**config.mk**
```make
export PLATFORM = sky130hd
export DESIGN_NAME = bin_to_bcd_seq
export DESIGN_NICKNAME = d
export VERILOG_FILES = /design/src/rtl/bin_to_bcd_seq_pkg.sv /design/src/rtl/bin_to_bcd_seq_add3.sv /design/src/rtl/bin_to_bcd_seq.sv
export SDC_FILE = /design/constraint.sdc
export NUM_CORES = 1
export LEC_CHECK = 0
export BUFFER_PORTS_ARGS = -buffer_cell sky130_fd_sc_hd__buf_2
export CORE_MARGIN = 2
export CORE_UTILIZATION = 55
export DETAILED_ROUTE_END_ITERATION = 7
export PLACE_DENSITY = 0.87
export SLEW_MARGIN = 20
export SYNTH_ARGS = -nofsm -noshare
export SYNTH_HDL_FRONTEND = slang
export SYNTH_SLANG_ARGS = --single-unit
```
**constraint.sdc**
```tcl
create_clock -name clk -period 2.4 [get_ports clk]
set_clock_uncertainty 0.15 [all_clocks]
set_input_delay 0.12 -clock clk [delete_from_list [all_inputs] [get_ports clk]]
set_output_delay 0.12 -clock clk [all_outputs]
set_load 0.005 [all_outputs]
```
**src/rtl/bin_to_bcd_seq_pkg.sv**
```systemverilog
// Shared definitions for the sequential binary-to-BCD converter:
// FSM state encoding, BCD digit constants and the add-3 correction rule.
package bin_to_bcd_seq_pkg;

  localparam int         BCD_DIGIT_W = 4;
  localparam logic [3:0] BCD_NINE    = 4'h9;

  typedef enum logic [1:0] {
    ST_IDLE  = 2'd0,
    ST_SHIFT = 2'd1,
    ST_DONE  = 2'd2
  } state_t;

  // Double-dabble correction: a digit that would reach 10+ after doubling is pre-biased by 3
  function automatic logic [3:0] add3_if_ge5(input logic [3:0] digit);
    return (digit >= 4'd5) ? digit + 4'd3 : digit;
  endfunction

endpackage

```
**src/rtl/bin_to_bcd_seq_add3.sv**
```systemverilog
// Single-digit add-3 correction cell; replicated once per BCD digit by the top.
// Purely combinational, no carry into the neighbouring digit.
module bcd_add3_digit
  import bin_to_bcd_seq_pkg::*;
(
  input  logic [BCD_DIGIT_W-1:0] din,
  output logic [BCD_DIGIT_W-1:0] dout
);

  assign dout = add3_if_ge5(din);

endmodule

```
**src/rtl/bin_to_bcd_seq.sv**
```systemverilog
// Sequential shift-and-add-3 binary-to-BCD converter, one input bit per clock,
// with valid/ready on both sides, overflow saturation and leading-zero mask.
module bin_to_bcd_seq
  import bin_to_bcd_seq_pkg::*;
#(
  parameter int BIN_W  = 6,
  parameter int DIGITS = 2
) (
  input  logic                          clk,
  input  logic                          rst,
  input  logic                          in_valid,
  output logic                          in_ready,
  input  logic [BIN_W-1:0]              bin,
  output logic                          out_valid,
  input  logic                          out_ready,
  output logic [BCD_DIGIT_W*DIGITS-1:0] bcd,
  output logic                          ovf,
  output logic [DIGITS-1:0]             lz_mask
);

  localparam int ACC_W = BCD_DIGIT_W * DIGITS;
  localparam int CNT_W = $clog2(BIN_W + 1);

  localparam logic [CNT_W-1:0] CNT_LOAD = CNT_W'(BIN_W);
  localparam logic [CNT_W-1:0] CNT_ONE  = CNT_W'(1);
  localparam logic [ACC_W-1:0] SAT_BCD  = {DIGITS{BCD_NINE}};

  state_t             state_reg, state_next;
  logic [CNT_W-1:0]   cnt_reg, cnt_next;
  logic [BIN_W-1:0]   shreg_reg, shreg_next;
  logic [ACC_W-1:0]   acc_reg, acc_next;
  logic               sticky_reg, sticky_next;
  logic [ACC_W-1:0]   bcd_reg, bcd_next;
  logic               ovf_reg, ovf_next;
  logic [DIGITS-1:0]  lz_reg, lz_next;

  logic [ACC_W-1:0]   adj;
  logic [ACC_W-1:0]   shifted_acc;
  logic               shifted_ovf;
  logic [DIGITS-1:0]  digit_zero;
  logic [DIGITS-1:0]  lz_calc;

  genvar gi;

  generate
    for (gi = 0; gi < DIGITS; gi++) begin : g_digit
      bcd_add3_digit u_add3 (
        .din  (acc_reg[gi*BCD_DIGIT_W +: BCD_DIGIT_W]),
        .dout (adj[gi*BCD_DIGIT_W +: BCD_DIGIT_W])
      );
    end
  endgenerate

  // One shift step: corrected accumulator moves up, next binary MSB enters at bit 0.
  // Anything leaving the top digit means the value no longer fits in DIGITS digits.
  assign shifted_acc = {adj[ACC_W-2:0], shreg_reg[BIN_W-1]};
  assign shifted_ovf = sticky_reg | adj[ACC_W-1];

  generate
    for (gi = 0; gi < DIGITS; gi++) begin : g_zero
      assign digit_zero[gi] = (shifted_acc[gi*BCD_DIGIT_W +: BCD_DIGIT_W] == '0);
    end
    // Digit 0 is never blanked so a zero value still shows a single "0"
    assign lz_calc[0] = 1'b0;
    for (gi = 1; gi < DIGITS; gi++) begin : g_lz
      assign lz_calc[gi] = &digit_zero[DIGITS-1:gi];
    end
  endgenerate

  always_ff @(posedge clk or posedge rst) begin
    if (rst) begin
      state_reg  <= ST_IDLE;
      cnt_reg    <= '0;
      shreg_reg  <= '0;
      acc_reg    <= '0;
      sticky_reg <= 1'b0;
      bcd_reg    <= '0;
      ovf_reg    <= 1'b0;
      lz_reg     <= '0;
    end else begin
      state_reg  <= state_next;
      cnt_reg    <= cnt_next;
      shreg_reg  <= shreg_next;
      acc_reg    <= acc_next;
      sticky_reg <= sticky_next;
      bcd_reg    <= bcd_next;
      ovf_reg    <= ovf_next;
      lz_reg     <= lz_next;
    end
  end

  always_comb begin
    state_next  = state_reg;
    cnt_next    = cnt_reg;
    shreg_next  = shreg_reg;
    acc_next    = acc_reg;
    sticky_next = sticky_reg;
    bcd_next    = bcd_reg;
    ovf_next    = ovf_reg;
    lz_next     = lz_reg;

    case (state_reg)
      ST_IDLE: begin
        if (in_valid) begin
          shreg_next  = bin;
          acc_next    = '0;
          sticky_next = 1'b0;
          cnt_next    = CNT_LOAD;
          state_next  = ST_SHIFT;
        end
      end

      ST_SHIFT: begin
        acc_next    = shifted_acc;
        shreg_next  = shreg_reg << 1;
        sticky_next = shifted_ovf;
        cnt_next    = cnt_reg - CNT_ONE;
        // Output registers only change on the final shift so a held result never glitches
        if (cnt_reg == CNT_ONE) begin
          state_next = ST_DONE;
          ovf_next   = shifted_ovf;
          bcd_next   = shifted_ovf ? SAT_BCD : shifted_acc;
          lz_next    = shifted_ovf ? '0 : lz_calc;
        end
      end

      ST_DONE: begin
        if (out_ready) begin
          state_next = ST_IDLE;
        end
      end

      default: begin
        state_next = ST_IDLE;
      end
    endcase
  end

  assign in_ready  = (state_reg == ST_IDLE);
  assign out_valid = (state_reg == ST_DONE);
  assign bcd       = bcd_reg;
  assign ovf       = ovf_reg;
  assign lz_mask   = lz_reg;

endmodule

```
==> results of run 1 <==
-- cells by family (layout without fill, tap and decap cells) --
family | Yosys count | count (layout) | share of synthesized area (%)
AOI/OAI and AO/OA | 55 | 55 | 23.2
xor gates and xnor gates | 2 | 2 | 1.13
adders and majority gates | 6 | 6 | 4.85
buffers and inverters | 18 | 50 | 5.25
DFF | 30 | 30 | 48.5
muxes | 3 | 3 | 2.10
other | 1 | 1 | 0.242
and+or+nand+nor | 42 | 42 | 14.7
-- worst paths after layout --
kind,to,cells past startpoint
setup / recovery,bcd[3],6
min in group asynchronous,shreg_reg[2],4
max in group asynchronous,bcd[2],4
hold / removal,shreg_reg[1],4
hold reg to reg,bcd[1],2
setup reg to reg,bcd[3],6
-- per-layer routing --
metal / share of wire (%) / GRT usage (%) / up-vias
li1: - / - / 616
met1: 42 / 26.5 / 642
met2: 50 / 36.1 / 46
met3: 5.4 / 7.03 / 14
met4: 2.9 / 12.0 / 0
met5: 0 / 0 / -
-- layout make-up --
class / count / area (sq um)
Multi-Input combinational cell: 109 / 716
Clock buffer: 7 / 45.0
Fill cell: 213 / 907
Inverter: 10 / 37.5
Timing Repair Buffer: 33 / 215
Sequential cell: 30 / 751
Tap cell: 31 / 38.8
-- worst max-delay path: cells and delay by family (launching register included) --
kind	cells	cell delay, ns
AOI/OAI and AO/OA	2	0.62
DFF	1	0.48
and+or+nand+nor	2	0.30
adders and majority gates	1	0.25
buffers and inverters	1	0.13
-- layout by cell type, fill, tap and decap left out, types with 2 or more instances in the layout --
master and instances:
buf_4 4, nand2_1 15, a31oi_1 2, buf_2 21
a41oi_1 2, dlygate4sd3_1 8, nor2b_1 8, nor2_1 6
xnor2_1 2, clkbuf_1 2, a21oi_1 11, or3b_2 2
ha_1 6, mux2_2 2, nand2b_1 4, inv_1 10
a22oi_1 7, o21ai_0 20, a22o_1 3, o31ai_1 4
clkbuf_4 5, dfrtp_1 30
-- through the flow --
stage	area, sq um	hold WS (ns)	worst slack, ns	utilization (%)	power (mW)
final	1800	0.0614	0.317	66.5	2.26
after global routing	1800	0.0826	0.196	66.5	2.44
after detailed placement	1680	0.0614	0.344	61.9	1.97
after floorplan	1550	0.0608	0.604	-	1.64
after CTS	1800	0.0544	0.330	66.5	2.26
after global placement	1680	0.0562	0.531	61.9	1.88
-- report_power, final --
| part | switching [mW] | internal (mW) |
|---|---|---|
| Combinational | 0.571 | 0.473 |
| Sequential | 0.208 | 0.727 |
| Clock | 0.168 | 0.110 |
| Total | 0.947 | 1.31 |
-- repair_timing --
item	4_1_cts	5_1_grt
resized for setup	0	0
endpoints found under the hold margin	37	0
hold buffers	8	0
==> flow_summary.toml, run 1 <==
[worst_setup_path]
crit_path_cell_trace = "inv_1, ha_1, nand2b_1, nor3b_2, a211oi_2, a41oi_1"
cp.required_ns = 2.44
r2r-start = "acc_reg[4]"
startpoint_type = "flip-flop"
critPathKind = "reg2reg"
end_kind = "flip-flop"
crit_path_max_incr_delay_ns = 0.48
r2r_slack_ns = 0.32
worstPathArrival_ns = 2.12
cp_max_fo = 6
crit_path_start = "acc_reg[4]"
cp_slowest_cell = "dfrtp_1"

[routing]
wl_per_cell_um = 15.5
dr.pass1.iters = 4
routed_via_density = 5.99
antenna_left = 0
vias = 1318
routed_wl_um = 3400
route.detailed.drc = 0
dr.first_iter.drc_count = 31

[synth]
yosys.area.top_type = "dfrtp_1"
synth_top_area_share_pct = 48.5
synth_seq_cells = 30
postSynthAreaPerCell_sq_um = 9.86
syn_area_sq_um = 1550
synthTopCellsByCount = "dfrtp_1 (30), o21ai_0 (20), nand2_1 (15)"
synth_cell_types = 35
seq_area_frac_synth_pct = 48.5
synth_edf_count = 0
syn_nets = 173
ys_top_cells_by_area = "dfrtp_1 (49%), o21ai_0 (6.5%), ha_1 (4.9%)"
yosysMostFrequentCell = "dfrtp_1"
synthCells = 157
synthArstFlopShare_pct = 100
ys.flop_type = "dfrtp_1"
yosysWarnings = 0

[placed_design]
dp_hpwl_um = 2420
post-place-cells = 205
finalWeightedCongestion = 0.761
numPortBuffers = 21

[finish]
drive_gt1_share_pct = 21.2
area_delta_synth_final_pct = 16.5
instances_no_fill = 220
n_antenna_cell = 0
fin_nets = 205

[power_and_ir_drop]
power_density_nw_per_um2 = 1250
ir_worst_vdd_uv = 766
power.leakage_nw = 0.839

[sta]
fin_crit_ns = 2.08
rsz0062_at_grt = "no"
worst_pin_slew_ns = 0.516
setup_viol = 0
slew_violations = 0
setup-tns-final_ns = 0
fin_crit_sh_pct = 86.8
finalHoldViolations = 0
fmax_mhz = 480
slew-limit-headroom_pct = 65.5

[die]
num_rows = 19
die_area_sq_um = 3250
dieHeight_um = 57.0
initial_core_util_pct = 57.1
die_w_um = 57.0
boundaryPins = 23
core_area_sq_um = 2710

[min_path]
hp-class = "in2reg"
hp-start = "in_valid"

[clock_tree]
cts_buffers = 5
clockBufferDepth = 2
root_buffer = "clkbuf_4"
clock-sinks = 30
clk_pin_slew_ns = 0.09
htree_num_levels = 2
clkLatencyLatePin_ns = 0.33
cts_tree = "built"
cts_setup_buffers = 0

[global_route]
grt_pass1_vias = 1243
grt_start_max_net_pins = 31
grt_pass1_wl_um = 5550
grt_util_all_layers_pct = 22.3
grt_antenna_before_repair = 0
grt_overflow_total = 0

[run]
cap_violations = 0

[run_status]
status = "complete, no violations"
(Power assumes the default switching activity.)
==> inputs of run 2 (changes only) <==
--- a/config.mk
+++ b/config.mk
@@ -9,7 +9,7 @@
 export CORE_MARGIN = 2
 export CORE_UTILIZATION = 55
 export DETAILED_ROUTE_END_ITERATION = 7
-export PLACE_DENSITY = 0.87
+export PLACE_DENSITY_LB_ADDON = 0.05
 export SLEW_MARGIN = 20
 export SYNTH_ARGS = -nofsm -noshare
 export SYNTH_HDL_FRONTEND = slang
==> run 2 against run 1 <==
Clock power about the same. Register-to-register slack better by 0.04 ns. Final area is 0.42% higher. First-iteration DRC count is 39% higher. Highest routed layer unchanged. Final cell count up 0.45%. Worst hold slack better by 0.018 ns. Critical path type unchanged. Non-clock buffer count grew 1. Routed wire length decreased by 0.26%.
==> flow_summary.toml, run 2 (synthesis results as in run 1) <==
[die]
die_w_um = 57.0
boundaryPins = 23
num_rows = 19
initial_core_util_pct = 57.1
core_area_sq_um = 2710
dieHeight_um = 57.0
die_area_sq_um = 3250

[sta]
slew-limit-headroom_pct = 65.7
setup-tns-final_ns = 0
slew_violations = 0
setup_slack_ns = 0.356
fin_crit_ns = 2.04
whs_ns = 0.0798
fmax_mhz = 489
setup_viol = 0
finalHoldViolations = 0
fin_crit_sh_pct = 85.2
rsz0062_at_grt = "no"
worst_pin_slew_ns = 0.514

[global_route]
grt_antenna_before_repair = 0
use_met1_pct = 28.8
grt_util_all_layers_pct = 23.5
grt_start_max_net_pins = 31
grt_pass1_wl_um = 5830
use_met3_pct = 4.76
busiest_layer = "met2"
grt_pass1_vias = 1281
met2_usage_pct = 40.4
grt_overflow_total = 0

[run_status]
status = "complete, no violations"

[clock_tree]
clock-sinks = 30
clkLatencyLatePin_ns = 0.33
clockBufferDepth = 2
htree_num_levels = 2
root_buffer = "clkbuf_4"
cts_tree = "built"
cts_buffers = 5
cts_setup_buffers = 0
clk_pin_slew_ns = 0.10

[routing]
vias = 1312
antenna_left = 0
dr.pass1.iters = 4
route.detailed.drc = 0
routed_via_density = 5.94
routed_wl_um = 3390
wl_per_cell_um = 15.4
dr.first_iter.drc_count = 43

[worst_setup_path]
startpoint_type = "flip-flop"
end_kind = "flip-flop"
cp_max_fo = 6
cp.required_ns = 2.49
critPathKind = "reg2reg"
worstPathArrival_ns = 2.13

[finish]
final_cell_mix = "dfrtp_1 (30), buf_2 (21), o21ai_0 (20), nand2_1 (15), a21oi_1 (11)"
n_antenna_cell = 0
area_delta_synth_final_pct = 17.0
final_common_cell = "dfrtp_1"
drive_gt1_share_pct = 21.6
fin_area_sq_um = 1810
fin_nets = 206

[power_and_ir_drop]
power.leakage_nw = 0.844
p_clk_share_pct = 12.3
ir_worst_vdd_uv = 990
switching_power_uw = 942
power_density_nw_per_um2 = 1250
switching_share_pct = 41.7
seqPwrFrac_pct = 40.8
combPwrFrac_pct = 47.0
intPower_mw = 1.32
p_total_mw = 2.26

[placed_design]
post_dp_cell_area_sq_um = 1690
finalWeightedCongestion = 0.781
numPortBuffers = 21
dp_hpwl_um = 2330
place_ws_ns = 0.391

[run]
cap_violations = 0

[min_path]
hp-class = "in2reg"
run 2: final timing paths:
| check | from | end | slack, ns | cells after the start |
|---|---|---|---|---|
| min in group asynchronous | rst | bcd[6] | 0.25 | 4 |
| max reg2reg | acc_reg[4] | bcd[6] | 0.36 | 6 |
| min | in_valid | shreg_reg[5] | 0.08 | 4 |
| max in group asynchronous | rst | cnt_reg[1] | 1.57 | 4 |
| max | acc_reg[4] | bcd[6] | 0.36 | 6 |
| min reg2reg | bcd[2] | bcd[2] | 0.34 | 2 |
run 2: what timing repair did:
| item | in CTS | in global routing |
|---|---|---|
| gates resized for setup | 0 | 0 |
| hold endpoints to repair | 37 | 0 |
| hold buffers | 8 | 0 |
run 2: worst max-delay path: stages, from the launching register on:
cell      delay [ns]
dfrtp_1         0.47
inv_1           0.13
ha_1            0.24
nand2b_1        0.09
a21oi_1         0.25
mux2_2          0.39
o31ai_1         0.23
run 2: layout make-up:
type | count | area, sq um
clock buffers | 7 | 45.0
fillers | 221 | 900
inverters | 10 | 37.5
multi-input cells | 109 | 716
flip-flops and latches | 30 | 751
well taps | 31 | 38.8
repair buffers | 34 | 223
run 2: power groups by stage:
stage / clock [mW] / sequential (mW) / combinational (mW)
6_report: 0.277 / 0.921 / 1.06
5_1_grt: 0.303 / 0.951 / 1.20
4_1_cts: 0.282 / 0.915 / 1.07
3_5_place_dp: 0 / 0.925 / 1.05
3_3_place_gp: 0 / 0.908 / 0.995
2_1_floorplan: 0 / 0.888 / 0.752
run 2: routing by layer:
| layer | wire [um] | vias up |
|---|---|---|
| li1 | - | 622 |
| met2 | 1700 | 30 |
| met1 | 1530 | 652 |
| met4 | 57 | 0 |
| met3 | 115 | 8 |
| met5 | 0 | - |
run 2: per-stage QoR:
stage	std cells	utilization (%)
CTS	221	66.8
detailed placement	206	62.2
global route	221	66.8
floorplan	157	-
global placement	206	62.2
finish	221	66.8
